==> config.mk <==
export PLATFORM = sky130hd
export DESIGN_NAME = hilo_divider
export DESIGN_NICKNAME = d
export VERILOG_FILES = /design/src/rtl/hilo_divider.sv
export SDC_FILE = /design/constraint.sdc
export NUM_CORES = 1
export LEC_CHECK = 0
export BUFFER_PORTS_ARGS = -buffer_cell sky130_fd_sc_hd__clkbuf_2
export CAP_MARGIN = 30
export CELL_PAD_IN_SITES_DETAIL_PLACEMENT = 0
export CELL_PAD_IN_SITES_GLOBAL_PLACEMENT = 2
export CORE_UTILIZATION = 36
export DETAILED_ROUTE_END_ITERATION = 7
export PLACE_DENSITY_LB_ADDON = 0.1
export SYNTH_ARGS = -nofsm -noshare
export SYNTH_HDL_FRONTEND = slang
export SYNTH_SLANG_ARGS = --single-unit
==> constraint.sdc <==
create_clock -name clock -period 4.5 [get_ports clock]
set_clock_uncertainty 0.05 [all_clocks]
set_input_delay 0.9 -clock clock [delete_from_list [all_inputs] [get_ports clock]]
set_output_delay 0.9 -clock clock [all_outputs]
set_load 0.02 [all_outputs]
==> src/rtl/hilo_divider.sv <==
// Iterative restoring divider for MIPS32 DIV/DIVU; one quotient bit per clock.
// quotient/remainder feed LO/HI, done is their shared write enable.
module hilo_divider #(
    parameter int WIDTH = 32
) (
    input  logic             clock,
    input  logic             reset,
    input  logic             start,
    input  logic             signed_op,
    input  logic             cancel,
    input  logic [WIDTH-1:0] dividend,
    input  logic [WIDTH-1:0] divisor,
    output logic             busy,
    output logic             done,
    output logic [WIDTH-1:0] quotient,
    output logic [WIDTH-1:0] remainder
);

    typedef enum logic [1:0] {IDLE, RUN, FIX, DONE} state_t;
    localparam int CW = $clog2(WIDTH + 1);

    state_t           state_q;
    logic [WIDTH-1:0] acc_q, shf_q, dmag_q, raw_q;
    logic [CW-1:0]    cnt_q;
    logic             negq_q, negr_q, dz_q;
    logic             busy_q, done_q;
    logic [WIDTH-1:0] quotient_q, remainder_q;

    logic [WIDTH:0]   trial_d;
    logic [WIDTH-1:0] amag_d, bmag_d, qfix_d, rfix_d;
    logic             accept_d;

    assign accept_d = (state_q == IDLE || state_q == DONE) && start && !cancel;
    assign amag_d   = (signed_op && dividend[WIDTH-1]) ? -dividend : dividend;
    assign bmag_d   = (signed_op && divisor[WIDTH-1])  ? -divisor  : divisor;
    // Borrow out of the (WIDTH+1)-bit subtract means the trial went negative.
    assign trial_d  = {acc_q, shf_q[WIDTH-1]} - {1'b0, dmag_q};

    always_comb begin
        qfix_d = negq_q ? -shf_q : shf_q;
        rfix_d = negr_q ? -acc_q : acc_q;
        // Divide by zero reports the raw dividend, so bypass sign correction.
        if (dz_q) begin
            qfix_d = '1;
            rfix_d = raw_q;
        end
    end

    always_ff @(posedge clock or negedge reset) begin
        if (!reset) begin
            state_q     <= IDLE;
            acc_q       <= '0;
            shf_q       <= '0;
            dmag_q      <= '0;
            raw_q       <= '0;
            cnt_q       <= '0;
            negq_q      <= 1'b0;
            negr_q      <= 1'b0;
            dz_q        <= 1'b0;
            busy_q      <= 1'b0;
            done_q      <= 1'b0;
            quotient_q  <= '0;
            remainder_q <= '0;
        end else begin
            case (state_q)
                IDLE, DONE: begin
                    done_q  <= 1'b0;
                    state_q <= IDLE;
                    if (accept_d) begin
                        state_q <= RUN;
                        busy_q  <= 1'b1;
                        acc_q   <= '0;
                        shf_q   <= amag_d;
                        dmag_q  <= bmag_d;
                        raw_q   <= dividend;
                        cnt_q   <= CW'(WIDTH);
                        negq_q  <= signed_op && (dividend[WIDTH-1] ^ divisor[WIDTH-1]);
                        negr_q  <= signed_op && dividend[WIDTH-1];
                        dz_q    <= (divisor == '0);
                    end
                end
                RUN: begin
                    if (cancel) begin
                        state_q <= IDLE;
                        busy_q  <= 1'b0;
                    end else begin
                        if (!trial_d[WIDTH]) begin
                            acc_q <= trial_d[WIDTH-1:0];
                            shf_q <= {shf_q[WIDTH-2:0], 1'b1};
                        end else begin
                            acc_q <= {acc_q[WIDTH-2:0], shf_q[WIDTH-1]};
                            shf_q <= {shf_q[WIDTH-2:0], 1'b0};
                        end
                        cnt_q <= cnt_q - CW'(1);
                        if (cnt_q == CW'(1)) state_q <= FIX;
                    end
                end
                FIX: begin
                    busy_q <= 1'b0;
                    if (cancel) begin
                        state_q <= IDLE;
                    end else begin
                        state_q     <= DONE;
                        done_q      <= 1'b1;
                        quotient_q  <= qfix_d;
                        remainder_q <= rfix_d;
                    end
                end
                default: state_q <= IDLE;
            endcase
        end
    end

    assign busy      = busy_q;
    assign done      = done_q;
    assign quotient  = quotient_q;
    assign remainder = remainder_q;

endmodule

==> results.sh <==
export IMPL_power_static_leakage_nw=6.74
export IMPL_die_w_um=189
export IMPL_synth_warning_count=0
export IMPL_diodes=0
export IMPL_timing_critical_path_to="acc_q[25]"
export IMPL_layout_nets=1693
export IMPL_share_of_cells_above_drive_strength_1_pct=15.6
export IMPL_setup_viols_final=0
export IMPL_synth_top_cell_area_share_pct=40.9
export IMPL_worst_endpoint_required_ns=4.83
export IMPL_timing_max_cap_violations=0
export IMPL_postCtsHoldBufs=0
export IMPL_worstRegToRegCells=16
export IMPL_clock_pin_slew_on_the_worst_setup_and_hold_paths_ns=0.06
export IMPL_cell_pwr_density_nw_per_um2=604
export IMPL_routed_via_count=10500
export IMPL_resized_cells_post_cts=0
export IMPL_drt_iter0_drc=553
export IMPL_yosys_top_cells_area="sky130_fd_sc_hd__dfrtp_1, sky130_fd_sc_hd__o21ai_0, sky130_fd_sc_hd__xor2_1"
export IMPL_numCtsBuffers=26
export IMPL_ios=135
export IMPL_post_route_worst_setup_slack_ns=0.856
export IMPL_rsz0062_at_grt="no"
export IMPL_drt_total_wl_um=35800
export IMPL_cts_post_setup_buffers_inserted=0
export IMPL_postSynthRegisterBits=205
export IMPL_clock_sink_count=205
export IMPL_crit_arrival_ns=3.98
export IMPL_critPathLaunchType="flip-flop"
export IMPL_fin_crit_period_ns=3.64
export IMPL_sequential_group_share_of_total_power_pct=31.9
export IMPL_synth_avg_cell_area_um2=8.50
export IMPL_postSynthNetCount=1587
export IMPL_max_clock_path_buffers=3
export IMPL_worst_setup_path_startpoint="shf_q[31]"
export IMPL_finalPower_w=0.00881
export IMPL_ctsRootBufferMaster="sky130_fd_sc_hd__clkbuf_16"
export IMPL_sw_frac_of_total_pct=41.4
export IMPL_fp_coreArea_um2=34500
export IMPL_post_drt_via_cell_ratio=5.12
export IMPL_layout_cells_most_common_list="sky130_fd_sc_hd__dfrtp_1, sky130_fd_sc_hd__nand2_1, sky130_fd_sc_hd__o21ai_0, sky130_fd_sc_hd__a21oi_1, sky130_fd_sc_hd__nor2_1"
export IMPL_first_pass_grt_wire_length_um=57400
export IMPL_postSynthCellCount=1477
export IMPL_grt_ovfl_total=0
export IMPL_cts_tree="yes"
export IMPL_proportion_of_synthesized_chip_area_in_sequential_cells_pct=40.9
export IMPL_mappedNetlistArea_um2=12600
export IMPL_number_of_distinct_library_cells_after_synthesis=66
export IMPL_antenna_found_initial=0
export IMPL_max_slew_margin_pct=34.3
export IMPL_power_dissipated_by_switching_net_loads_w=0.00365
export IMPL_area_growth_pct=16.1
export IMPL_timing_final_hold_violations=0
export IMPL_worst_path_max_fanout=40
export IMPL_drc_errors=2
export IMPL_ctsHtreeMaxLevel=1
export IMPL_portBuffers=134
export IMPL_track_usage_pct=20.1
export IMPL_vias_in_the_first_global_route=10200
export IMPL_slew_viol_final=0
export IMPL_layout_cells_most_common="sky130_fd_sc_hd__dfrtp_1"
export IMPL_cellInternalPower_w=0.00516
export IMPL_fillers=3581
export IMPL_dpl_hpwl_um=26300
export IMPL_gp_weighted_congestion=0.798
export IMPL_drtPass1Iterations=7
export IMPL_r2r_end="acc_q[25]"
export IMPL_failed_checks="DRC"
export IMPL_max_clock_freq_mhz=274
export IMPL_synth_top_flop_cell="sky130_fd_sc_hd__dfrtp_1"
export IMPL_crit_reg2reg_launch="shf_q[31]"
export IMPL_worstMarginPinSlew_ns=0.986
export IMPL_outcome="finished with violations"
export IMPL_worst_skew_pair_late_latency_ns=0.54
export IMPL_timing_worst_setup_path_type="reg -> reg"
export IMPL_avgRoutedWirePerCell_um=17.4
export IMPL_dp_worst_setup_slack_ns=0.822
export IMPL_setup_worst_path_end_class="flip-flop"
export IMPL_post_synth_edffs=0
export IMPL_synth_top_area_cell="sky130_fd_sc_hd__dfrtp_1"
export IMPL_largest_net_degree_at_the_start_of_global_routing=88
export IMPL_worst_hold_path_type="in -> async"
export IMPL_rrSetupSlack_ns=0.86
export IMPL_asyncSetResetFlopFracSynth_pct=100
export IMPL_whs_ns=0.366
export IMPL_power_share_combinational_pct=43.9
export IMPL_die_height_um=189
export IMPL_fin_tns_setup_ns=0
export IMPL_layout_worst_path_cycle_share_pct=81.0
export IMPL_drtAntennaViolNets=0
export IMPL_initial_utilization_pct=36.4
export IMPL_share_clk_of_total_power_pct=24.2
export IMPL_num_rows=68
export IMPL_design_die_area_um2=35600
export IMPL_worst_ir_drop_vdd_mv=0.288
[worst min-delay path by stage]
stage,startpoint,endpoint,cells after the start
floorplan,raw_q[0],raw_q[0],2
global placement,dmag_q[10],dmag_q[10],2
detailed placement,remainder[12],remainder[12],2
CTS,reset,remainder[12],1
global route,reset,remainder[12],1
finish,reset,remainder[12],1
[cell usage after synthesis, types with 4 or more instances]
library cell and number:
sky130_fd_sc_hd__o41ai_1 12, sky130_fd_sc_hd__buf_1 7, sky130_fd_sc_hd__or4_4 4, sky130_fd_sc_hd__a21o_1 18
sky130_fd_sc_hd__nor4_1 14, sky130_fd_sc_hd__o21ai_0 181, sky130_fd_sc_hd__mux2_2 30, sky130_fd_sc_hd__nor2_1 141
sky130_fd_sc_hd__and2_1 8, sky130_fd_sc_hd__or3_1 11, sky130_fd_sc_hd__a31oi_1 10, sky130_fd_sc_hd__inv_1 59
sky130_fd_sc_hd__o31ai_1 28, sky130_fd_sc_hd__or4_1 5, sky130_fd_sc_hd__ha_1 40, sky130_fd_sc_hd__mux2i_1 7
sky130_fd_sc_hd__o21bai_1 4, sky130_fd_sc_hd__dfrtp_1 205, sky130_fd_sc_hd__nor3_1 15, sky130_fd_sc_hd__xor2_1 88
sky130_fd_sc_hd__nand2_1 201, sky130_fd_sc_hd__xnor2_1 61, sky130_fd_sc_hd__nand2b_1 11, sky130_fd_sc_hd__a21oi_1 151
sky130_fd_sc_hd__nor2b_1 7, sky130_fd_sc_hd__and3_1 5, sky130_fd_sc_hd__clkbuf_1 62, sky130_fd_sc_hd__o211ai_1 6
sky130_fd_sc_hd__a32oi_1 5, sky130_fd_sc_hd__nand4_1 9, sky130_fd_sc_hd__a22oi_1 6, sky130_fd_sc_hd__nand3_1 13
[through the flow]
stage	area, um^2	utilization, %	instances
finish	14600	42.3	2056
global route	14600	42.3	2056
CTS	14600	42.3	2056
detailed placement	13700	39.7	2010
global placement	13700	39.7	2009
floorplan	12600	-	1477
[sequential cells by signal, summed over array words and instances, names as in the netlist, 2 cells and up]
signal     cells
shf_q         32
remainder     32
quotient      32
dmag_q        32
acc_q         32
cnt_q          6
raw_q         32
state_q        2
[logic make-up (layout without fill, tap and decap cells)]
| logic type | count (synthesis) | in the layout | share of synthesized area [%] |
|---|---|---|---|
| flip-flops | 205 | 205 | 40.9 |
| AND/OR/NAND/NOR | 458 | 458 | 16.1 |
| AO/OA/AOI/OAI | 450 | 450 | 20.8 |
| buffers and inverters | 137 | 261 | 4.42 |
| adder cells (fa/ha/maj) | 41 | 41 | 4.15 |
| XOR/XNOR | 149 | 149 | 10.4 |
| multiplexers | 37 | 37 | 3.25 |
[layout make-up]
cell class | count | area, um^2 | share of cell area, %
clock buffers | 34 | 731 | 5.01
clock inverters | 12 | 146 | 1.00
inverters | 60 | 225 | 1.55
multi-input cells | 1135 | 6890 | 47.3
flip-flops and latches | 205 | 5130 | 35.2
well taps | 455 | 569 | 3.91
repair buffers | 155 | 882 | 6.05
[critical path: stages, from the launching register on]
cell                       delay, ns
sky130_fd_sc_hd__dfrtp_1        0.32
sky130_fd_sc_hd__inv_1          0.11
sky130_fd_sc_hd__ha_1           0.26
sky130_fd_sc_hd__fa_1           0.39
sky130_fd_sc_hd__nor2b_1        0.20
sky130_fd_sc_hd__o31ai_1        0.13
sky130_fd_sc_hd__a21o_1         0.22
sky130_fd_sc_hd__o31ai_1        0.32
sky130_fd_sc_hd__buf_4          0.20
sky130_fd_sc_hd__a21oi_1        0.13
sky130_fd_sc_hd__a32oi_1        0.20
sky130_fd_sc_hd__buf_4          0.17
sky130_fd_sc_hd__xnor2_2        0.13
sky130_fd_sc_hd__buf_12         0.23
sky130_fd_sc_hd__nor2_1         0.06
sky130_fd_sc_hd__a221oi_1       0.28
sky130_fd_sc_hd__a21oi_1        0.10
[routing by layer]
metal	vias up	global-route usage, %	wire (um)
li1	5359	-	-
met1	4928	29.0	17800
met2	201	32.2	16100
met3	34	2.20	1260
met4	0	4.53	658
met5	-	0	0
[power by group through the flow]
stage	clock, W	sequential, W	combinational, W
after CTS	0.00220	0.00281	0.00391
after detailed placement	0	0.00284	0.00390
after global routing	0.00227	0.00288	0.00438
after global placement	0	0.00284	0.00389
after floorplan	0	0.00264	0.00289
final	0.00213	0.00281	0.00387
No activity file was read; power rests on OpenSTA's default activity.
